**config.mk**
```make
export PLATFORM = sky130hd
export DESIGN_NAME = seg_scan_decoder
export DESIGN_NICKNAME = d
export VERILOG_FILES = /design/src/rtl/seg_scan_decoder.sv
export SDC_FILE = /design/constraint.sdc
export NUM_CORES = 1
export LEC_CHECK = 0
export CAP_MARGIN = 20
export CORE_MARGIN = 3
export CORE_UTILIZATION = 30
export DETAILED_ROUTE_END_ITERATION = 8
export GPL_TIMING_DRIVEN = 0
export PLACE_DENSITY = 0.43
export SYNTH_ARGS = -nofsm -noshare
export SYNTH_HDL_FRONTEND = slang
export SYNTH_SLANG_ARGS = --single-unit
```
**constraint.sdc**
```tcl
create_clock -name clk -period 3 [get_ports clk]
set_input_delay 0.6 -clock clk [delete_from_list [all_inputs] [get_ports clk]]
set_output_delay 0.6 -clock clk [all_outputs]
set_load 0.05 [all_outputs]
```
**src/rtl/seg_scan_decoder.sv**
```systemverilog
// rtl/seg_scan_decoder.sv - decodes a multiplexed 4-digit seven-segment scan back into BCD digits and mm:ss
//
// Ports:
//   clk, rst            clock; asynchronous active-low reset
//   anode_vec[3:0]      active-low digit enables ([3]=min tens .. [0]=sec ones)
//   cathode_vec[6:0]    active-low segments (bit0=a .. bit6=g)
//   digits[15:0]        last captured BCD per position {d3,d2,d1,d0}
//   blank[3:0]          last capture at that position had all segments off
//   invalid[3:0]        last capture at that position was not a digit and not blank
//   minutes, seconds    values from the most recent valid frame
//   frame_strobe        one-cycle pulse when all four positions have been captured
//   frame_valid         quality of the most recent frame
//   stale               no capture for TIMEOUT_CYCLES clocks
module seg_scan_decoder #(
    parameter int SETTLE_CYCLES  = 4,
    parameter int TIMEOUT_CYCLES = 1048576,
    parameter int TO_W           = 21
) (
    input  logic        clk,
    input  logic        rst,
    input  logic [3:0]  anode_vec,
    input  logic [6:0]  cathode_vec,
    output logic [15:0] digits,
    output logic [3:0]  blank,
    output logic [3:0]  invalid,
    output logic [5:0]  minutes,
    output logic [5:0]  seconds,
    output logic        frame_strobe,
    output logic        frame_valid,
    output logic        stale
);
    localparam int SC_W = (SETTLE_CYCLES > 2) ? $clog2(SETTLE_CYCLES) : 1;
    localparam logic [SC_W-1:0] SC_FIRE = SC_W'(SETTLE_CYCLES - 2);
    localparam logic [SC_W-1:0] SC_SAT  = SC_W'(SETTLE_CYCLES - 1);
    localparam logic [TO_W-1:0] TO_MAX  = TO_W'(TIMEOUT_CYCLES);

    logic [3:0]      anode_s1_q, anode_s1_d, anode_s2_q, anode_s2_d;
    logic [6:0]      cath_s1_q, cath_s1_d, cath_s2_q, cath_s2_d;
    logic [10:0]     pair_prev_q, pair_prev_d;
    logic [SC_W-1:0] settle_cnt_q, settle_cnt_d;
    logic            armed_q, armed_d;
    logic [TO_W-1:0] to_cnt_q, to_cnt_d;
    logic [3:0]      seen_q, seen_d;
    logic [15:0]     digits_q, digits_d;
    logic [3:0]      blank_q, blank_d, invalid_q, invalid_d;
    logic [5:0]      minutes_q, minutes_d, seconds_q, seconds_d;
    logic            frame_strobe_q, frame_strobe_d;
    logic            frame_valid_q, frame_valid_d;
    logic            stale_q, stale_d;

    logic       same, fire, one_low, capture, fv;
    logic [1:0] cap_pos;
    logic [3:0] dec_digit, d3, d2, d1, d0;
    logic       dec_blank, dec_inv;

    // Segment pattern to BCD (patterns listed g..a, active-low).
    always_comb begin
        dec_digit = 4'd0;
        dec_blank = 1'b0;
        dec_inv   = 1'b0;
        case (cath_s2_q)
            7'b1000000: dec_digit = 4'd0;
            7'b1111001: dec_digit = 4'd1;
            7'b0100100: dec_digit = 4'd2;
            7'b0110000: dec_digit = 4'd3;
            7'b0011001: dec_digit = 4'd4;
            7'b0010010: dec_digit = 4'd5;
            7'b0000010: dec_digit = 4'd6;
            7'b1111000: dec_digit = 4'd7;
            7'b0000000: dec_digit = 4'd8;
            7'b0010000: dec_digit = 4'd9;
            7'b1111111: dec_blank = 1'b1;
            default:    dec_inv   = 1'b1;
        endcase
    end

    // Only a single low anode addresses a position; idle and overlap never do.
    always_comb begin
        cap_pos = 2'd0;
        one_low = 1'b1;
        case (anode_s2_q)
            4'b1110: cap_pos = 2'd0;
            4'b1101: cap_pos = 2'd1;
            4'b1011: cap_pos = 2'd2;
            4'b0111: cap_pos = 2'd3;
            default: one_low = 1'b0;
        endcase
    end

    assign d3 = digits_q[15:12];
    assign d2 = digits_q[11:8];
    assign d1 = digits_q[7:4];
    assign d0 = digits_q[3:0];

    assign same = ({anode_s2_q, cath_s2_q} == pair_prev_q);
    // settle_cnt counts repeat cycles, so SC_FIRE is reached on the
    // SETTLE_CYCLES-th cycle the pair is present; armed blocks refiring.
    assign fire    = same && !armed_q && (settle_cnt_q == SC_FIRE);
    assign capture = fire && one_low;
    assign fv      = (blank_q == 4'd0) && (invalid_q == 4'd0) && (d3 <= 4'd5) && (d1 <= 4'd5);

    always_comb begin
        anode_s1_d     = anode_vec;
        anode_s2_d     = anode_s1_q;
        cath_s1_d      = cathode_vec;
        cath_s2_d      = cath_s1_q;
        pair_prev_d    = {anode_s2_q, cath_s2_q};
        settle_cnt_d   = settle_cnt_q;
        armed_d        = armed_q;
        to_cnt_d       = to_cnt_q;
        seen_d         = seen_q;
        digits_d       = digits_q;
        blank_d        = blank_q;
        invalid_d      = invalid_q;
        minutes_d      = minutes_q;
        seconds_d      = seconds_q;
        frame_strobe_d = 1'b0;
        frame_valid_d  = frame_valid_q;
        stale_d        = stale_q;

        if (!same) begin
            settle_cnt_d = '0;
            armed_d      = 1'b0;
        end else if (settle_cnt_q != SC_SAT) begin
            settle_cnt_d = settle_cnt_q + SC_W'(1);
        end
        if (fire) begin
            armed_d = 1'b1;
        end

        // Timeout: a capture always wins over the terminal count.
        if (capture) begin
            to_cnt_d = '0;
        end else if (to_cnt_q != TO_MAX) begin
            to_cnt_d = to_cnt_q + TO_W'(1);
            if (to_cnt_q == TO_MAX - TO_W'(1)) begin
                stale_d = 1'b1;
                seen_d  = 4'd0;
            end
        end

        if (seen_q == 4'hF) begin
            frame_strobe_d = 1'b1;
            seen_d         = 4'd0;
            stale_d        = 1'b0;
            frame_valid_d  = fv;
            if (fv) begin
                minutes_d = {2'b00, d3} * 6'd10 + {2'b00, d2};
                seconds_d = {2'b00, d1} * 6'd10 + {2'b00, d0};
            end
        end

        if (capture) begin
            seen_d[cap_pos]           = 1'b1;
            digits_d[cap_pos*4 +: 4]  = dec_digit;
            blank_d[cap_pos]          = dec_blank;
            invalid_d[cap_pos]        = dec_inv;
        end
    end

    always_ff @(posedge clk or negedge rst) begin
        if (!rst) begin
            anode_s1_q     <= 4'hF;
            anode_s2_q     <= 4'hF;
            cath_s1_q      <= 7'h7F;
            cath_s2_q      <= 7'h7F;
            pair_prev_q    <= 11'h7FF;
            settle_cnt_q   <= '0;
            armed_q        <= 1'b0;
            to_cnt_q       <= '0;
            seen_q         <= 4'd0;
            digits_q       <= 16'd0;
            blank_q        <= 4'hF;
            invalid_q      <= 4'd0;
            minutes_q      <= 6'd0;
            seconds_q      <= 6'd0;
            frame_strobe_q <= 1'b0;
            frame_valid_q  <= 1'b0;
            stale_q        <= 1'b0;
        end else begin
            anode_s1_q     <= anode_s1_d;
            anode_s2_q     <= anode_s2_d;
            cath_s1_q      <= cath_s1_d;
            cath_s2_q      <= cath_s2_d;
            pair_prev_q    <= pair_prev_d;
            settle_cnt_q   <= settle_cnt_d;
            armed_q        <= armed_d;
            to_cnt_q       <= to_cnt_d;
            seen_q         <= seen_d;
            digits_q       <= digits_d;
            blank_q        <= blank_d;
            invalid_q      <= invalid_d;
            minutes_q      <= minutes_d;
            seconds_q      <= seconds_d;
            frame_strobe_q <= frame_strobe_d;
            frame_valid_q  <= frame_valid_d;
            stale_q        <= stale_d;
        end
    end

    assign digits       = digits_q;
    assign blank        = blank_q;
    assign invalid      = invalid_q;
    assign minutes      = minutes_q;
    assign seconds      = seconds_q;
    assign frame_strobe = frame_strobe_q;
    assign frame_valid  = frame_valid_q;
    assign stale        = stale_q;
endmodule

```
==> results.md <==
| Quantity | Reported | Unit |
|:---|:---|:---|
| Drt first-iter violations | 175 | - |
| Required time worst endpoint | 3.27 | ns |
| Hold-fix buffer count after cts | 0 | - |
| Kind of capture point of the worst setup path | register | - |
| Drt wl/cell | 15.9 | µm |
| Overflow left after global routing | 0 | - |
| Vias per Instance | 4.81 | - |
| Most frequent standard cell in the layout excluding fill and tap cells | sky130_fd_sc_hd__dfrtp_1 | - |
| Clock sink total | 100 | - |
| Post-layout worst setup margin | 0.365 | ns |
| Highest net fanout along the worst path | 5 | - |
| Share of synthesized area occupied by flip-flops and latches | 48.7 | % |
| Synth warn | 0 | - |
| Max-cap violation count | 0 | - |
| Leakage power total | 2.70 | nW |
| Initial antenna violation count | 0 | - |
| Cell area after synthesis | 5240 | µm² |
| Outcome | complete, no violations | - |
| Area of all placed cells without fillers | 6340 | µm² |
| Net Count, Synth | 481 | - |
| Share of final-layout standard cells stronger than drive strength 1 | 22.5 | % |
| Antenna diode count | 0 | - |
| Setup fix buffers added after clock tree synthesis | 0 | - |
| RSZ-0062 raised after global routing | no | - |
| Placement Setup Slack | 0.324 | ns |
| Global placement routability congestion | 0.794 | - |
| Post-Synth Adder-Cell Area | 6.26 | % |
| Fraction of the mapped netlist area in compound gates | 6.50 | % |
| Overall global routing resource usage | 12.5 | % |
| Count of cell types in the netlist | 52 | - |
| Worst hold-check path type | input port to asynchronous set/reset pin | - |
| Maximum number of pins on one net before global-route repair | 52 | - |
| Worst-case clock skew | 0.00905 | ns |
| Power per unit of standard cell area | 432 | nW/µm² |
| Core footprint | 16,800 | µm² |
| Synth async-reset ratio | 100 | % |
| Placed wire-length estimate | 8430 | µm |
| Max-slew violations | 0 | - |
| Number of synthesized register bits | 100 | - |
| Dominant combinational cell family by area after synthesis | simple AND/OR/NAND/NOR gates | - |
| Setup violators final | 0 | - |
| Max VDD drop | 0.297 | mV |
| Total number of H-tree levels | 3 | - |
| Overall via count from detail_route | 3,518 | - |
| Port-buffer cells | 51 | - |
| Final cell utilization of the core | 37.7 | % |
| Boundary pin count | 52 | - |
| Time the worst path needs with I/O delays and setup | 2.64 | ns |
| Worst slew slack as a fraction of its limit | 50.7 | % |
| Clock input transition at the sequential cells of the worst setup and hold paths | 0.07 | ns |
| Buffer cell driving the clock tree root | sky130_fd_sc_hd__clkbuf_16 | - |
| First-pass iteration count of the detailed router | 4 | - |
| Measured slew at the worst slew-check pin | 0.734 | ns |
| Most frequently used flop master after synthesis | sky130_fd_sc_hd__dfrtp_1 | - |
| Fmax | 379 | MHz |
| Longest Clk Path Bufs | 2 | - |
| Number of enable flip-flop cells after synthesis | 0 | - |
| Total placed instance area | 6050 | µm² |
| Total power of the final layout | 2.74 | mW |
| Type of element launching the critical path | register | - |
| Number of nets in the finished design | 544 | - |
| CTS resizes | 0 | - |
| Post-Syn Instances | 443 | - |
| Post-synthesis mux area share | 7.58 | % |
| Xor/xnor share of the synthesized area | 8.13 | % |
| Clock buffer count from CTS | 9 | - |
| Area growth from synthesis to final layout | 21.2 | % |
| Die height | 138 | µm |
| Clk Latency, worst-skew pair | 0.35 | ns |
| Standard-cell row count | 47 | - |
| Worst endpoint data arrival time | 2.91 | ns |
| Width of the die | 138 | µm |
| Commonest non-fill, non-tap cells in the layout | sky130_fd_sc_hd__dfrtp_1, sky130_fd_sc_hd__clkdlybuf4s50_1, sky130_fd_sc_hd__dfstp_2 | - |
| Critical path class | register to register | - |
| Final number of hold-violating endpoints | 0 | - |
| Wire length of the first global-routing pass | 19,300 | µm |
| Starting Density | 31.1 | % |
| Mapped Avg Cell Area | 11.8 | µm² |
| Via count of the first global-routing pass | 3,549 | - |
| Residual DRC count | 0 | - |
| Total wirelength of the detailed-routed design | 11,600 | µm |
| CTS tree | done | - |
| Die Area | 19,100 | µm² |
| Fin crit share | 87.8 | % |
| Final sum of negative setup slack | 0 | ns |
| Routed Antenna Nets | 0 | - |
| Simple-gate portion of the synthesized area | 18.8 | % |
## layer usage
layer,share of wire (%),wire length [µm],up-vias,track usage (%)
met4,1.1,125,0,3.43
met2,46,5350,73,19.5
met5,0,0,-,0
li1,-,-,1718,-
met1,49,5670,1719,17.3
met3,3.8,445,8,3.14
## critical path: stages, from the launching register on
cell	delay, ns
sky130_fd_sc_hd__dfstp_2	0.54
sky130_fd_sc_hd__buf_6	0.13
sky130_fd_sc_hd__xor2_1	0.23
sky130_fd_sc_hd__nand3_1	0.20
sky130_fd_sc_hd__inv_1	0.16
sky130_fd_sc_hd__ha_1	0.15
sky130_fd_sc_hd__and3b_1	0.14
sky130_fd_sc_hd__nand4_1	0.13
sky130_fd_sc_hd__nor4_2	0.47
sky130_fd_sc_hd__mux2_2	0.40
## cell families (layout without fill, tap and decap cells)
kind of cell             Yosys count  after routing
AND/OR/NAND/NOR                  149            149
flip-flops                       100            100
XOR/XNOR                          40             40
adder cells (fa/ha/maj)           25             25
multiplexers                      36             36
buffers and inverters             43            111
AO/OA/AOI/OAI                     50             50
## layout make-up
class	instances	area [µm²]
Fill cell	1662	10500
Sequential cell	100	2550
Multi-Input combinational cell	300	2470
Timing Repair Buffer	52	536
Tap cell	220	275
Clock buffer	11	264
Buffer	18	119
Inverter	25	93.8
Clock inverter	5	32.5
## synth_stat cells (3+ instances only)
library cell	n	area, µm²
sky130_fd_sc_hd__o32ai_1	3	26.3
sky130_fd_sc_hd__or2_2	4	25.0
sky130_fd_sc_hd__xnor2_2	5	81.3
sky130_fd_sc_hd__mux2i_1	16	160
sky130_fd_sc_hd__nor4_1	11	68.8
sky130_fd_sc_hd__nand2_1	18	67.6
sky130_fd_sc_hd__dfstp_2	37	972
sky130_fd_sc_hd__a21oi_1	12	60.1
sky130_fd_sc_hd__a21o_1	4	30.0
sky130_fd_sc_hd__a311o_1	3	30.0
sky130_fd_sc_hd__or4_1	6	45.0
sky130_fd_sc_hd__nor4_4	5	106
sky130_fd_sc_hd__o21ai_0	12	60.1
sky130_fd_sc_hd__or3b_2	4	35.0
sky130_fd_sc_hd__nand3_1	19	95.1
sky130_fd_sc_hd__nand4_1	17	106
sky130_fd_sc_hd__dfrtp_1	63	1580
sky130_fd_sc_hd__nor2b_1	4	25.0
sky130_fd_sc_hd__nor2_1	19	71.3
sky130_fd_sc_hd__clkbuf_1	4	15.0
sky130_fd_sc_hd__mux2_2	16	180
sky130_fd_sc_hd__mux2_4	3	45.0
sky130_fd_sc_hd__buf_2	8	40.0
sky130_fd_sc_hd__inv_1	25	93.8
sky130_fd_sc_hd__and3b_1	7	61.3
sky130_fd_sc_hd__nor4_2	3	37.5
sky130_fd_sc_hd__nor3_1	6	30.0
sky130_fd_sc_hd__ha_1	23	288
sky130_fd_sc_hd__and3_1	11	68.8
sky130_fd_sc_hd__xnor2_1	21	184
sky130_fd_sc_hd__buf_6	5	56.3
sky130_fd_sc_hd__xor2_1	12	105
sky130_fd_sc_hd__o211a_1	4	40.0
sky130_fd_sc_hd__nand2b_1	3	18.8
sky130_fd_sc_hd__o31ai_1	6	45.0
## worst paths after layout
kind / startpoint / endpoint / cells past startpoint / slack, ns
max: anode_s2_q[1]$_DFF_PN1_ / blank[1]$_DFFE_PN1P_ / 9 / 0.36
min reg2reg: cath_s1_q[0]$_DFF_PN1_ / cath_s2_q[0]$_DFF_PN1_ / 0 / 0.36
max in group asynchronous: rst / blank[3]$_DFFE_PN1P_ / 2 / 1.95
max reg2reg: anode_s2_q[1]$_DFF_PN1_ / blank[1]$_DFFE_PN1P_ / 9 / 0.36
min: rst / minutes[3]$_DFFE_PN0P_ / 1 / 0.27
min in group clk: cath_s1_q[0]$_DFF_PN1_ / cath_s2_q[0]$_DFF_PN1_ / 0 / 0.36
## power by group
group / switching, mW / internal, mW / total (mW)
registers: 0.0149 / 1.39 / 1.40
clock network: 0.523 / 0.636 / 1.16
logic: 0.108 / 0.0674 / 0.176
total: 0.646 / 2.09 / 2.74
## state kept, by name, summed over array words and instances (netlist names)
name          cells
anode_s1_q        4
anode_s2_q        4
armed_q           1
blank             4
cath_s1_q         7
cath_s2_q         7
digits           16
frame_strobe      1
frame_valid       1
invalid           4
minutes           6
pair_prev_q      11
seconds           6
seen_q            4
settle_cnt_q      2
stale             1
to_cnt_q         21
## metrics by stage
stage | cells | hold slack (ns)
after floorplan | 443 | 0.304
after global placement | 714 | 0.346
after detailed placement | 715 | 0.347
after CTS | 731 | 0.296
after global routing | 731 | 0.319
final | 731 | 0.270
(Power assumes the default switching activity.)
